**config.mk**
```make
export PLATFORM = sky130hd
export DESIGN_NAME = writeback_stage
export DESIGN_NICKNAME = d
export VERILOG_FILES = /design/src/rtl/writeback_stage_pkg.sv /design/src/rtl/regfile_2r1w.sv /design/src/rtl/writeback_stage.sv
export SDC_FILE = /design/constraint.sdc
export NUM_CORES = 2
export LEC_CHECK = 0
export BUFFER_PORTS_ARGS = -buffer_cell sky130_fd_sc_hd__buf_2
export CAP_MARGIN = 20
export CELL_PAD_IN_SITES_DETAIL_PLACEMENT = 0
export CELL_PAD_IN_SITES_GLOBAL_PLACEMENT = 2
export CORE_ASPECT_RATIO = 1.4
export CORE_MARGIN = 3
export CORE_UTILIZATION = 46
export CTS_CLUSTER_DIAMETER = 30
export CTS_CLUSTER_SIZE = 16
export DETAILED_ROUTE_END_ITERATION = 7
export GPL_ROUTABILITY_DRIVEN = 0
export PLACE_DENSITY_LB_ADDON = 0.1
export SYNTH_ARGS = -nofsm -noshare
export SYNTH_HDL_FRONTEND = slang
export SYNTH_SLANG_ARGS = --single-unit
```
**constraint.sdc**
```tcl
create_clock -name clk -period 49.7 [get_ports clk]
set_input_delay 14.91 -clock clk [delete_from_list [all_inputs] [get_ports clk]]
set_output_delay 14.91 -clock clk [all_outputs]
set_load 0.005 [all_outputs]
```
**src/rtl/writeback_stage_pkg.sv**
```systemverilog
// Shared types and constants for the writeback stage and its register file.
// The optional retired-instruction counter is enabled by defining WB_INSTRET_EN.
package writeback_stage_pkg;

   localparam int unsigned XLEN = 32;
   localparam int unsigned NREG = 32;

   typedef logic [4:0] reg_addr_t;

   typedef enum logic {
      WB_RUN,
      WB_FLUSH
   } wb_state_e;

   typedef struct packed {
      reg_addr_t       rd;
      logic            we;
      logic [XLEN-1:0] value;
      logic            redirect;
      logic [XLEN-1:0] target;
   } wb_beat_t;

endpackage

```
**src/rtl/regfile_2r1w.sv**
```systemverilog
// General register file: one synchronous write port, two asynchronous read ports.
// Register x0 is hardwired to zero; every entry resets asynchronously to zero.
module regfile_2r1w
   import writeback_stage_pkg::*;
(
   input  logic            clk,
   input  logic            rst,
   input  logic            we,
   input  reg_addr_t       waddr,
   input  logic [XLEN-1:0] wdata,
   input  reg_addr_t       raddr1,
   input  reg_addr_t       raddr2,
   output logic [XLEN-1:0] rdata1,
   output logic [XLEN-1:0] rdata2
);

   logic [XLEN-1:0] rf_q [NREG];
   logic [XLEN-1:0] rf_d [NREG];

   always_comb begin
      rf_d = rf_q;
      if (we) begin
         rf_d[waddr] = wdata;
      end
      rf_d[0] = '0;
   end

   always_ff @(posedge clk or posedge rst) begin
      if (rst) begin
         rf_q <= '{default: '0};
      end else begin
         rf_q <= rf_d;
      end
   end

   assign rdata1 = (raddr1 == '0) ? '0 : rf_q[raddr1];
   assign rdata2 = (raddr2 == '0) ? '0 : rf_q[raddr2];

endmodule

```
**src/rtl/writeback_stage.sv**
```systemverilog
// Final pipeline stage: registers exec results, commits them to the register file, bypasses the
// pending beat to the read ports and squashes wrong-path beats after a redirect. WB_INSTRET_EN adds instret.
module writeback_stage
   import writeback_stage_pkg::*;
#(
   parameter int unsigned FLUSH_CYCLES = 2
) (
   input  logic            clk,
   input  logic            rst,
   input  logic            ex_valid,
   output logic            ex_ready,
   input  reg_addr_t       ex_rd,
   input  logic            ex_rd_we,
   input  logic [XLEN-1:0] ex_rd_value,
   input  logic            ex_redirect,
   input  logic [XLEN-1:0] ex_target,
   input  logic            wb_stall,
   input  reg_addr_t       rs1_addr,
   input  reg_addr_t       rs2_addr,
   output logic [XLEN-1:0] rs1_data,
   output logic [XLEN-1:0] rs2_data,
   output logic            redirect_valid,
   output logic [XLEN-1:0] redirect_pc,
   output logic            flush
`ifdef WB_INSTRET_EN
   ,
   output logic [63:0]     instret
`endif
);

   wb_beat_t        wb_q, wb_d;
   logic            wb_valid_q, wb_valid_d;
   wb_state_e       state_q, state_d;
   logic [2:0]      flush_cnt_q, flush_cnt_d;
   logic            commit, commit_redirect, capture;
   logic [XLEN-1:0] rf_rdata1, rf_rdata2;

   assign ex_ready        = !wb_stall;
   assign commit          = wb_valid_q && !wb_stall;
   assign commit_redirect = commit && wb_q.redirect;
   // A beat arriving alongside a committing redirect is on the wrong path.
   assign capture         = ex_valid && ex_ready && (state_q == WB_RUN) && !commit_redirect;

   always_comb begin
      wb_d       = wb_q;
      wb_valid_d = wb_valid_q;
      if (capture) begin
         wb_d.rd       = ex_rd;
         wb_d.we       = ex_rd_we;
         wb_d.value    = ex_rd_value;
         wb_d.redirect = ex_redirect;
         wb_d.target   = ex_target;
         wb_valid_d    = 1'b1;
      end else if (commit) begin
         wb_valid_d = 1'b0;
      end
   end

   always_comb begin
      state_d     = state_q;
      flush_cnt_d = flush_cnt_q;
      unique case (state_q)
         WB_RUN: begin
            if (commit_redirect) begin
               state_d     = WB_FLUSH;
               flush_cnt_d = 3'(FLUSH_CYCLES);
            end
         end
         WB_FLUSH: begin
            flush_cnt_d = flush_cnt_q - 3'd1;
            if (flush_cnt_q == 3'd1) begin
               state_d = WB_RUN;
            end
         end
      endcase
   end

   always_ff @(posedge clk or posedge rst) begin
      if (rst) begin
         wb_q        <= '0;
         wb_valid_q  <= 1'b0;
         state_q     <= WB_RUN;
         flush_cnt_q <= '0;
      end else begin
         wb_q        <= wb_d;
         wb_valid_q  <= wb_valid_d;
         state_q     <= state_d;
         flush_cnt_q <= flush_cnt_d;
      end
   end

   regfile_2r1w u_regfile (
      .clk    (clk),
      .rst    (rst),
      .we     (commit && wb_q.we),
      .waddr  (wb_q.rd),
      .wdata  (wb_q.value),
      .raddr1 (rs1_addr),
      .raddr2 (rs2_addr),
      .rdata1 (rf_rdata1),
      .rdata2 (rf_rdata2)
   );

   // Bypass stays active while stalled so consumers never see stale data.
   always_comb begin
      rs1_data = rf_rdata1;
      rs2_data = rf_rdata2;
      if (wb_valid_q && wb_q.we && (wb_q.rd == rs1_addr)) begin
         rs1_data = wb_q.value;
      end
      if (wb_valid_q && wb_q.we && (wb_q.rd == rs2_addr)) begin
         rs2_data = wb_q.value;
      end
      if (rs1_addr == '0) begin
         rs1_data = '0;
      end
      if (rs2_addr == '0) begin
         rs2_data = '0;
      end
   end

   assign redirect_valid = commit_redirect;
   assign redirect_pc    = wb_q.target;
   assign flush          = (state_q == WB_FLUSH);

`ifdef WB_INSTRET_EN
   logic [63:0] instret_q, instret_d;

   always_comb begin
      instret_d = instret_q + 64'(commit);
   end

   always_ff @(posedge clk or posedge rst) begin
      if (rst) begin
         instret_q <= '0;
      end else begin
         instret_q <= instret_d;
      end
   end

   assign instret = instret_q;
`endif

endmodule
```
==> impl_metrics.tcl <==
set metrics [dict create \
    rows 153 \
    grt_max_degree 157 \
    syn2layout_area_growth_pct 16.1 \
    reg2reg_depth 6 \
    drc 0 \
    irDropWorstVdd_mv 0.0400 \
    finalSetupTns_ps 0 \
    cp.required_ps 34790 \
    placed_area_um2 59600 \
    num_antenna_cells 0 \
    grt_setup_unrepaired "no" \
    syn_area_um2 58200 \
    drv.max_cap_violation_count 0 \
    cts.path.max_buffers 3 \
    slew_viol_final 0 \
    fin_area_um2 67600 \
    crit_start "rs2_addr[0]" \
    syn_avg_cell_area_um2 14.6 \
    holdBufCountCts 0 \
    yosysSeqAreaShare_pct 45.9 \
    register_area_um2 26700 \
    stdcell_count 5867 \
    max_freq_ghz 0.0294 \
    synth_area_leaders "dfrtp_1, mux2_2, mux4_2" \
    grt_first_pass_wirelength_mm 302 \
    clk_pin_slew_ps 50 \
    finalCritPeriodShare_pct 68.5 \
    cts_resized 0 \
    dp_cells 5450 \
    htree_levels 4 \
    netlist_instances 3983 \
    initial_core_util_pct 46.6 \
    relSlewSlack_pct 21.0 \
    synthDistinctLibCells 60 \
    drive_above_1_share_pct 55.4 \
    reg2reg_from "wb_valid_q" \
    synthesis.nets 4070 \
    synth.largest_area_cell "dfrtp_1" \
    synthFlopType "dfrtp_1" \
    fin_skew_ps 21.4 \
    yosysWarnings 0 \
    grt_usage_pct 32.1 \
    synth_top_cell_area_share_pct 45.9 \
    viasPerCell 6.57 \
    drtPass1Iterations 5 \
    cts.sinks 1068 \
    root_buffer "clkbuf_16" \
    worstHoldPathType "reg -> reg" \
    grt_overflow 0 \
    numCtsBuffers 219 \
    worstSetupEndpointType "primary output" \
    period_needed_ps 34070 \
    core-area_um2 125000 \
    finalHoldViolCount 0 \
    ant_nets 0 \
    cp-start-kind "input pin" \
    synth_edf_count 0 \
    cp_data_arrival_time_ps 19160 \
    clk_latency_ps 830 \
    timing.rr.end "u_regfile.rf_q[838]" \
    routed-via-count 38600 \
    num-fill-cells 10200 \
    synthArstFlopShare_pct 100 \
    avgRoutedWirePerCell_um 35.6 \
    dp_hpwl_mm 118 \
    die_y_um 427 \
    drt-total-wl_mm 209 \
    crit_type "in -> out" \
    die_area_um2 131000 \
    tightestPinTransition_ps 1180 \
    die_w_um 307 \
    power_density_nw_per_um2 55.3 \
    cts_tree "done" \
    ff2ff_setup_slack_ps 46310 \
    endpoint "rs2_data[31]" \
    portBuffers 183 \
    grt_pass1_vias 41600 \
    num_io_pins 184 \
    synth_seq_cells 1068 \
    multi_input_area_um2 28900 \
    layout.nets 4138 \
    setup_viol 0 \
    dr.first_iter.drc_count 3418 \
    cts_setup_buffers 0 \
    antenna_found_initial 7 \
    hold_ws_ps 499 \
    status "complete, no violations" \
    path_max_fanout 51 \
    power.leakage_uw 0.0314 \
]
-- synth_stat cells (3+ instances only) --
library cell	count
mux2_2	1135
dfrtp_1	1068
mux4_2	388
mux2i_1	166
clkbuf_1	159
nand2_1	156
buf_2	129
buf_4	100
o211ai_1	64
mux2_4	60
o22ai_1	60
a22oi_1	52
a21oi_1	44
a31oi_1	42
o211a_1	41
o21ai_0	41
buf_6	34
nor2_1	26
a211oi_1	23
or3_1	20
buf_8	13
mux2_1	13
o221a_1	12
or2_2	12
a22o_1	11
o221a_2	11
a221oi_1	9
nand2b_1	9
buf_12	7
nor2_8	7
xor2_1	7
inv_1	6
nor3_1	6
clkbuf_4	5
nor2b_1	5
and3_1	4
buf_1	4
xnor2_1	4
nor3b_1	3
-- worst min path at each step --
| stage | start | endpoint | slack, ps | depth (start not counted) |
|---|---|---|---|---|
| after floorplan | wb_valid_q | wb_valid_q | 470 | 1 |
| after global placement | u_regfile.rf_q[470] | u_regfile.rf_q[470] | 480 | 1 |
| after detailed placement | redirect_pc[23] | redirect_pc[23] | 490 | 1 |
| after CTS | redirect_pc[23] | redirect_pc[23] | 500 | 1 |
| after global routing | redirect_pc[23] | redirect_pc[23] | 520 | 1 |
| final | redirect_pc[24] | redirect_pc[24] | 500 | 1 |
-- logic make-up (layout without fill, tap and decap cells) --
group	Yosys count	in the layout	synth area share, %
flip-flops	1068	1068	45.9
multiplexers	1762	1762	41.6
XOR/XNOR	11	11	0.165
AO/OA/AOI/OAI	417	417	5.17
buffers and inverters	458	715	4.79
adder cells (fa/ha/maj)	2	2	0.0430
AND/OR/NAND/NOR	265	265	2.32
-- routing by layer --
layer / global-route usage (%) / wire length [µm]
met1: 40.7 / 82400
met2: 53.0 / 101000
met3: 6.37 / 13900
met4: 15.5 / 11000
met5: 0 / 30
-- sequential cells by signal (all words and copies together), names as in the netlist --
register and cells:
redirect_pc 32, wb_valid_q 1, flush_cnt_q 3, flush 1, u_regfile.rf_q 992, wb_q 39
-- placed cells by master (no fill, tap or decap), types with 35 or more instances in the layout --
| cell | Yosys | final |
|---|---|---|
| a21oi_1 | 44 | 44 |
| a22oi_1 | 52 | 52 |
| a31oi_1 | 42 | 42 |
| buf_2 | 129 | 176 |
| buf_4 | 100 | 104 |
| clkbuf_16 | 0 | 222 |
| clkbuf_8 | 0 | 38 |
| clkinv_2 | 0 | 35 |
| dfrtp_1 | 1068 | 1068 |
| mux2_2 | 1135 | 1135 |
| mux2_4 | 60 | 60 |
| mux2i_1 | 166 | 166 |
| mux4_2 | 388 | 388 |
| nand2_1 | 156 | 139 |
| o211a_1 | 41 | 41 |
| o211ai_1 | 64 | 64 |
| o21ai_0 | 41 | 41 |
| o22ai_1 | 60 | 60 |
-- metrics by stage --
stage          setup slack (ps)  power, µW  util [%]
2_1_floorplan              4730       1950         -
3_3_place_gp              15510       2140      47.6
3_5_place_dp              15540       2200      47.7
4_1_cts                   15520       3740      53.9
5_1_grt                   15250       3900      54.1
6_report                  15630       3740      54.1
-- power breakdown --
part           total [µW]  internal (µW)  switching [µW]
Sequential           1380           1130             252
Clock                1530           1020             510
Combinational         821            467             354
Total                3740           2620            1120
-- critical path, stage by stage --
cell and delay (ps):
buf_8 450, buf_4 760, buf_4 730, buf_4 650, mux4_2 600, nand2b_1 160
a21oi_1 170, a211oi_1 80, o221a_2 360, buf_2 160
-- cell type report --
class | count | share of cell area, %
Timing Repair Buffer | 298 | 3.04
Inverter | 7 | 0.0537
Clock buffer | 281 | 9.11
Multi-Input combinational cell | 2457 | 42.8
Tap cell | 1627 | 3.01
Sequential cell | 1068 | 39.5
Clock inverter | 129 | 2.46
Power figures use the tool's default switching activity.
